`config.mk`:
```
export PLATFORM = sky130hd
export DESIGN_NAME = psum_acc_fifo
export DESIGN_NICKNAME = d
export VERILOG_FILES = /design/src/rtl/psum_acc_fifo.sv
export SDC_FILE = /design/constraint.sdc
export NUM_CORES = 1
export LEC_CHECK = 0
export ABC_AREA = 0
export ABC_CLOCK_PERIOD_IN_PS = 13750
export BUFFER_PORTS_ARGS = -buffer_cell sky130_fd_sc_hd__buf_2
export CAP_MARGIN = 40
export CELL_PAD_IN_SITES_DETAIL_PLACEMENT = 0
export CELL_PAD_IN_SITES_GLOBAL_PLACEMENT = 1
export CORE_ASPECT_RATIO = 0.7
export CORE_MARGIN = 8
export CORE_UTILIZATION = 51
export DETAILED_ROUTE_END_ITERATION = 10
export PLACE_DENSITY_LB_ADDON = 0.1
export SLEW_MARGIN = 20
export SYNTH_ARGS = -nofsm -noshare
export SYNTH_HDL_FRONTEND = slang
export SYNTH_SLANG_ARGS = --single-unit
```
`constraint.sdc`:
```
create_clock -name clk -period 13.75 [get_ports clk]
set_input_delay 4.125 -clock clk [delete_from_list [all_inputs] [get_ports clk]]
set_output_delay 4.125 -clock clk [all_outputs]
set_load 0.005 [all_outputs]
```
`src/rtl/psum_acc_fifo.sv`:
```
// Multi-lane partial-sum FIFO: each write stores the raw PE result or the result plus an
// incoming partial sum (saturating or wrapping), with status, sticky error flags and sync clear.
module psum_acc_fifo #(
    parameter int DATA_WIDTH = 16,
    parameter int NUM_CH     = 4,
    parameter int DEPTH      = 10,
    parameter int ADDR_WIDTH = 4,
    parameter int SATURATE   = 1
) (
    input  logic                         clk,
    input  logic                         rst_n,
    input  logic                         clr,
    input  logic                         wr_en,
    input  logic                         acc_en,
    input  logic [NUM_CH*DATA_WIDTH-1:0] wr_data,
    input  logic [NUM_CH*DATA_WIDTH-1:0] psum_in,
    input  logic                         rd_en,
    output logic [NUM_CH*DATA_WIDTH-1:0] rd_data,
    output logic                         rd_valid,
    output logic                         full,
    output logic                         empty,
    output logic [ADDR_WIDTH:0]          count,
    output logic                         ovf_err,
    output logic                         udf_err,
    output logic                         sat_flag
);

    localparam int                    W         = NUM_CH * DATA_WIDTH;
    localparam logic [ADDR_WIDTH:0]   DEPTH_CNT = (ADDR_WIDTH + 1)'(DEPTH);
    localparam logic [ADDR_WIDTH-1:0] LAST_PTR  = ADDR_WIDTH'(DEPTH - 1);
    localparam logic [DATA_WIDTH-1:0] MAX_VAL   = {1'b0, {(DATA_WIDTH-1){1'b1}}};
    localparam logic [DATA_WIDTH-1:0] MIN_VAL   = {1'b1, {(DATA_WIDTH-1){1'b0}}};

    logic [W-1:0]            mem [DEPTH];
    logic [ADDR_WIDTH-1:0]   rd_ptr;
    logic [ADDR_WIDTH-1:0]   wr_ptr;
    logic                    rd_acc;
    logic                    wr_acc;
    logic [W-1:0]            wr_word;
    logic                    sat_hit;
    logic [DATA_WIDTH-1:0]   lane_a;
    logic [DATA_WIDTH-1:0]   lane_b;
    logic [DATA_WIDTH:0]     lane_sum;

    assign full   = (count == DEPTH_CNT);
    assign empty  = (count == '0);
    assign rd_acc = rd_en & ~empty & ~clr;
    // A read accepted in the same cycle frees the slot, so a full FIFO still takes the write.
    assign wr_acc = wr_en & (~full | rd_acc) & ~clr;

    always_comb begin
        wr_word  = '0;
        sat_hit  = 1'b0;
        lane_a   = '0;
        lane_b   = '0;
        lane_sum = '0;
        for (int unsigned i = 0; i < NUM_CH; i++) begin
            lane_a   = wr_data[i*DATA_WIDTH +: DATA_WIDTH];
            lane_b   = psum_in[i*DATA_WIDTH +: DATA_WIDTH];
            lane_sum = {lane_a[DATA_WIDTH-1], lane_a} + {lane_b[DATA_WIDTH-1], lane_b};
            if (!acc_en) begin
                wr_word[i*DATA_WIDTH +: DATA_WIDTH] = lane_a;
            end else if ((SATURATE != 0) && (lane_sum[DATA_WIDTH] != lane_sum[DATA_WIDTH-1])) begin
                // Extra sign bit disagreeing with the lane MSB means the sum left the signed range.
                wr_word[i*DATA_WIDTH +: DATA_WIDTH] = lane_sum[DATA_WIDTH] ? MIN_VAL : MAX_VAL;
                sat_hit = 1'b1;
            end else begin
                wr_word[i*DATA_WIDTH +: DATA_WIDTH] = lane_sum[DATA_WIDTH-1:0];
            end
        end
    end

    always_ff @(posedge clk) begin
        if (wr_acc) begin
            mem[wr_ptr] <= wr_word;
        end
    end

    always_ff @(posedge clk or negedge rst_n) begin
        if (!rst_n) begin
            rd_ptr   <= '0;
            wr_ptr   <= '0;
            count    <= '0;
            rd_data  <= '0;
            rd_valid <= 1'b0;
            ovf_err  <= 1'b0;
            udf_err  <= 1'b0;
            sat_flag <= 1'b0;
        end else if (clr) begin
            rd_ptr   <= '0;
            wr_ptr   <= '0;
            count    <= '0;
            rd_data  <= '0;
            rd_valid <= 1'b0;
            ovf_err  <= 1'b0;
            udf_err  <= 1'b0;
            sat_flag <= 1'b0;
        end else begin
            if (wr_acc) begin
                wr_ptr <= (wr_ptr == LAST_PTR) ? '0 : wr_ptr + 1'b1;
            end
            if (rd_acc) begin
                rd_ptr   <= (rd_ptr == LAST_PTR) ? '0 : rd_ptr + 1'b1;
                rd_data  <= mem[rd_ptr];
                rd_valid <= 1'b1;
            end else begin
                rd_data  <= '0;
                rd_valid <= 1'b0;
            end
            case ({wr_acc, rd_acc})
                2'b10:   count <= count + 1'b1;
                2'b01:   count <= count - 1'b1;
                default: count <= count;
            endcase
            if (wr_en & ~wr_acc) begin
                ovf_err <= 1'b1;
            end
            if (rd_en & ~rd_acc) begin
                udf_err <= 1'b1;
            end
            if (wr_acc & sat_hit) begin
                sat_flag <= 1'b1;
            end
        end
    end

endmodule
```
## Word level (Yosys, flattened, before mapping)

Memories as Yosys holds them, arrays and structs flattened.
Cells that the tools add are included.

| word-level totals | value |
|---|---|
| flip-flop bits (word level) | 81 |
| bits in writable memories | 640 |
| output and inout port bits | 75 |
| memories kept | 1 |
| word-level logic and storage cells | 86 |

Memory list:

| memory | depth | width | read ports | clocked after Yosys merged registers in | wr ports | line | text |
|---|---|---|---|---|---|---|---|
| mem | 10 | 64 | 1 | 0 | 1 | 34 | `logic [W-1:0] mem [DEPTH];` |

| cells by class | value |
|---|---|
| reductions and logical operators | 7 |
| eq/ne operators | 9 |
| bitwise logic cells | 13 |
| multiplexer cells | 40 |
| add/sub/neg operators | 8 |

Operators with widths:

| cell | count |
|---|---|
| 16-bit 2-to-1 mux | 12 |
| 64-bit 2-to-1 mux | 2 |
| 16-bit by 16-bit adder with 17-bit output | 4 |
| 4-bit 2-to-1 mux | 6 |
| 1-bit 2-to-1 mux | 18 |
| 5-bit case mux with 2 select lines | 1 |
| 2-bit nonzero test | 5 |
| 4-bit by 1-bit adder with 4-bit output, second input constant | 2 |
| 4-bit equality test, second input constant | 2 |
| 1-bit bitwise AND | 7 |
| 5-bit by 1-bit adder with 5-bit output, second input constant | 1 |
| 5-bit by 4-bit equality test with 1-bit output, second input constant | 1 |
| 5-bit zero test | 1 |
| 5-bit 2-to-1 mux | 1 |
| 1-bit inverter | 5 |
| 5-bit by 1-bit subtractor with 5-bit output, second input constant | 1 |
| 1-bit inequality test | 4 |
| 3-bit nonzero test | 1 |
| 2-bit by 1-bit equality test with 1-bit output, second input constant | 1 |
| 2-bit equality test, second input constant | 1 |
| 1-bit bitwise OR | 1 |

## Logic depth before layout (Yosys ltp)

| depth | value |
|---|---|
| depth after elaboration | 13 |
| gate-level depth with buffers | 13 |
| gate-level depth less buffers | 12 |

## Least setup slack after synthesis

No wires, ideal clock.

| timing | value |
|---|---|
| path kind | input -> register |
| start point | in rd_en |
| end point | mem mem[0][0] in the netlist's numbering, enable pin |
| setup time | 0.565 ns |
| data required time | 13.185 ns |
| arrival time | 9.251 ns |
| stages | 6 |
| slack | 3.934 ns |
| path through | nand2b_1 > buf_2 > nand2_1 > nand3_1 > or3_1 > nor3_1 |

| between the ends | value |
|---|---|
| word-level cells in the longest chain between the ends | 7 |

Ends and longest elaborated chain:

| element | line | text |
|---|---|---|
| from (decl) | 17 | `input logic rd_en,` |
| 1-bit bitwise AND (2 in a row) | 47 | `assign rd_acc = rd_en & ~empty & ~clr;` |
| 1-bit bitwise OR | 49 | `assign wr_acc = wr_en & (~full \| rd_acc) & ~clr;` |
| 1-bit bitwise AND (2 in a row) | 49 |  |
| 1-bit 2-to-1 mux | 74 | `if (wr_acc) begin` |
| 1-bit 2-to-1 mux (implied by the code) | 75 | `mem[wr_ptr] <= wr_word;` |
| to (decl) | 34 |  |

No other way between the ends.

## Worst setup path after layout

| timing | value |
|---|---|
| start point | in wr_data[32] |
| end point | mem mem[8][40] in the netlist's numbering (data pin) |

| between the ends | value |
|---|---|
| word-level cells in the longest chain between the ends | 4 |

Ends and longest elaborated chain:

| element | line | text |
|---|---|---|
| from (decl) | 15 | `input logic [NUM_CH*DATA_WIDTH-1:0] wr_data,` |
| 16-bit by 16-bit adder with 17-bit output * | 60 | `lane_sum = {lane_a[DATA_WIDTH-1], lane_a} + {lane_b[DATA_WIDTH-1], lane_b};` |
| 16-bit 2-to-1 mux or 1-bit inequality test (tied branches) | 65, 63 |  |
| 16-bit 2-to-1 mux * | 63 | `end else if ((SATURATE != 0) && (lane_sum[DATA_WIDTH] != lane_sum[DATA_WIDTH-1])) begin` |
| 16-bit 2-to-1 mux * | 61 | `if (!acc_en) begin` |
| named net wr_word[40] | 39 | `logic [W-1:0] wr_word;` |

Mark *: on every way through the listed nets, which the timed path passes. The rest lies on a longest branch.

==> impl_metrics.env <==
export IMPL_routed_wl_um=76400
export IMPL_reg2reg_to="mem[1][16]$_DFFE_PP_"
export IMPL_syn_to_final_growth_pct=14.5
export IMPL_synth_edf_count=640
export IMPL_drc=0
export IMPL_drt_pass1_iter_count=5
export IMPL_routedWlPerCell_um=25.1
export IMPL_placementRows=76
export IMPL_vdd_ir_drop_max_v=0.000101
export IMPL_swShare=0.266
export IMPL_start_util=0.515
export IMPL_synth_async_reset_ratio=0.112
export IMPL_timing_final_crit_share=0.522
export IMPL_cts_buffers=70
export IMPL_synth_top_flop_cell="edfxtp_1"
export IMPL_max_freq_mhz=139
export IMPL_ioPinCount=209
export IMPL_critPathLaunchType="primary input"
export IMPL_instances_no_fill=3046
export IMPL_min_path_cells=2
export IMPL_maxUsedRoutingLayer="met5"
export IMPL_drtAntennaViolNets=0
export IMPL_combPwrFrac=0.206
export IMPL_grt_pass1_wl_um=114000
export IMPL_critPathLaunch="wr_data[32]"
export IMPL_fin_total_pwr_mw=5.60
export IMPL_htreeDepth=3
export IMPL_arrival_ns=7.47
export IMPL_layout_nets=2375
export IMPL_seq_area_frac_synth=0.670
export IMPL_final_cell_mix="edfxtp_1 (640), buf_2 (209), a211oi_1 (134)"
export IMPL_power_internal_mw=4.11
export IMPL_avgSynthCellArea_um2=16.4
export IMPL_report_final_slew_viol_count=0
export IMPL_r2r_start="count[0]$_DFFE_PN0P_"
export IMPL_yosysTopAreaCell="edfxtp_1"
export IMPL_track_usage=0.214
export IMPL_clock_sinks=721
export IMPL_viasPerCell=5.93
export IMPL_final_area_um2=36300
export IMPL_root_buffer="clkbuf_16"
export IMPL_syn_inst=1932
export IMPL_clkSlewWorstSetupHoldPaths_ns=0.06
export IMPL_grt_pass1_vias=18000
export IMPL_fin_util=0.590
export IMPL_cp_max_fo=10
export IMPL_synthTopCellsByArea="edfxtp_1 (61%), mux4_2 (9.1%), dfrtp_1 (6.4%)"
export IMPL_post_cts_setup_buffer_count=0
export IMPL_endpoint="mem[8][40]$_DFFE_PP_"
export IMPL_cp_end_kind="flip-flop"
export IMPL_yosysTopAreaCellShare=0.606
export IMPL_fin_crit_ns=7.18
export IMPL_clock_skew_ns=0.0187
export IMPL_placed_cells=2907
export IMPL_antenna_found_initial=10
export IMPL_final_hold_violation_count=0
export IMPL_hp_class="reg2reg"
export IMPL_hold_buffers=0
export IMPL_setup_violations=0
export IMPL_synth_fp_nets=2140
export IMPL_port_buffers=208
export IMPL_grt_max_degree=109
export IMPL_ys_seq_elements=721
export IMPL_rsz0062_at_grt="no"
export IMPL_finalSetupTns_ns=0
export IMPL_wl_met1_um=35800
export IMPL_insertion_delay_ns=0.63
export IMPL_max_slew_margin=0.363
export IMPL_ys_warn_count=0
export IMPL_gp_congestion=0.880
export IMPL_post_dp_cell_area_um2=34000
export IMPL_power_leakage_nw=12.6
export IMPL_pwr_share_seq=0.461
export IMPL_core_area_um2=61500
export IMPL_ys_types=87
export IMPL_worst_pin_slew_ns=0.956
export IMPL_synth_area_um2=31700
export IMPL_drive_above_1_share=0.261
export IMPL_rrSetupSlack_ns=10.11
export IMPL_r2r_cells=9
export IMPL_die_width_um=314
export IMPL_clockBufferDepth=3
export IMPL_dr_wl_met3_um=5450
export IMPL_die_area_um2=70500
export IMPL_required_ns=14.05
export IMPL_mostFrequentLayoutCell="edfxtp_1"
export IMPL_pwr_density_cell_nw_per_um2=154
export IMPL_route_met2_wl_um=33800
export IMPL_pwr_share_clk=0.332
export IMPL_drt_initial_drc_count=1611
export IMPL_crit_type="in2reg"
export IMPL_dp_hpwl_um=47100
export IMPL_cts_tree="built"
export IMPL_status="completed"
export IMPL_power_net_switching_mw=1.49
export IMPL_maxCapViolations=0
export IMPL_cts_resized=0
export IMPL_dieHeight_um=225
export IMPL_num_vias=18100
export IMPL_gr_total_overflow=0
==> final cells by class <==
class                      count  area [µm²]
inverter                      41         154
clock inverter                32         303
tap                          819        1020
timing repair buffer         259        1690
fill                        4638       25200
sequential                   721       21300
multi-input combinational   1074        9950
antenna                        5        12.5
clock buffer                  95        1910
==> worst min-delay path by stage <==
| stage | start | endpoint | slack, ns |
|---|---|---|---|
| after global placement | ovf_err$_DFFE_PN0P_ | ovf_err$_DFFE_PN0P_ | 0.47 |
| after detailed placement | udf_err$_DFFE_PN0P_ | udf_err$_DFFE_PN0P_ | 0.48 |
| final | udf_err$_DFFE_PN0P_ | udf_err$_DFFE_PN0P_ | 0.49 |
| after floorplan | udf_err$_DFFE_PN0P_ | udf_err$_DFFE_PN0P_ | 0.49 |
| after global routing | sat_flag$_DFFE_PN0P_ | sat_flag$_DFFE_PN0P_ | 0.52 |
| after CTS | udf_err$_DFFE_PN0P_ | udf_err$_DFFE_PN0P_ | 0.50 |
==> flip-flops by register name, indices dropped and copies added (netlist names) <==
name      count
wr_ptr        4
rd_data      64
count         5
ovf_err       1
rd_valid      1
udf_err       1
sat_flag      1
mem         640
rd_ptr        4
==> per-layer routing <==
| layer | up-vias | track usage |
|---|---|---|
| li1 | 8159 | - |
| met1 | 9280 | 0.320 |
| met2 | 528 | 0.319 |
| met3 | 97 | 0.0552 |
| met4 | 4 | 0.0433 |
| met5 | - | 0 |
==> stage by stage <==
step / worst slack [ns] / hold WS [ns]
2_1_floorplan: 3.93 / 0.486
3_3_place_gp: 6.13 / 0.474
3_5_place_dp: 6.06 / 0.480
4_1_cts: 6.68 / 0.496
5_1_grt: 6.51 / 0.525
6_report: 6.57 / 0.491
==> critical path, stage by stage <==
cell,delay [ns]
buf_2,0.11
ha_1,0.27
fa_1,0.50
a211oi_2,0.37
o21ai_2,0.15
a2111oi_4,0.47
o31ai_2,0.18
o21a_2,0.19
a21oi_4,0.21
o22ai_4,0.18
a21oi_1,0.70
==> cells in the mapped netlist, drive strengths merged, types with 3 or more instances <==
library cell / count
edfxtp: 640
a211oi: 139
mux4: 128
nor2: 111
a21oi: 93
dfrtp: 81
nor2b: 80
mux2i: 73
ha: 69
nand2: 64
clkbuf: 60
inv: 40
o21ai: 37
buf: 36
xnor2: 28
a21o: 27
nor3: 26
nand3: 24
xor2: 18
nand2b: 12
a31oi: 11
o21bai: 11
o2bb2ai: 11
o31ai: 11
and3: 8
o22ai: 8
or3: 8
o21a: 7
o211ai: 6
fa: 5
a2111oi: 4
and2: 4
nand4: 4
or2: 4
a211o: 3
a221oi: 3
a311o: 3
a311oi: 3
o2111ai: 3
==> logic make-up after synthesis <==
kind of cell / Yosys count / synth area share
simple gates: 353 / 0.0578
flops: 721 / 0.670
xor+xnor: 46 / 0.0127
compound gates: 398 / 0.0951
mux: 203 / 0.115
buf+inv: 137 / 0.0183
fa+ha+maj: 74 / 0.0304
==> power by group through the flow <==
stage          clock network, mW  registers (mW)  logic, mW
5_1_grt                     1.99            2.59       1.26
3_3_place_gp                   0            2.65       1.10
2_1_floorplan                  0            2.61      0.845
6_report                    1.86            2.58       1.15
4_1_cts                     1.90            2.58       1.16
3_5_place_dp                   0            2.63       1.16
(Power assumes the default switching activity.)
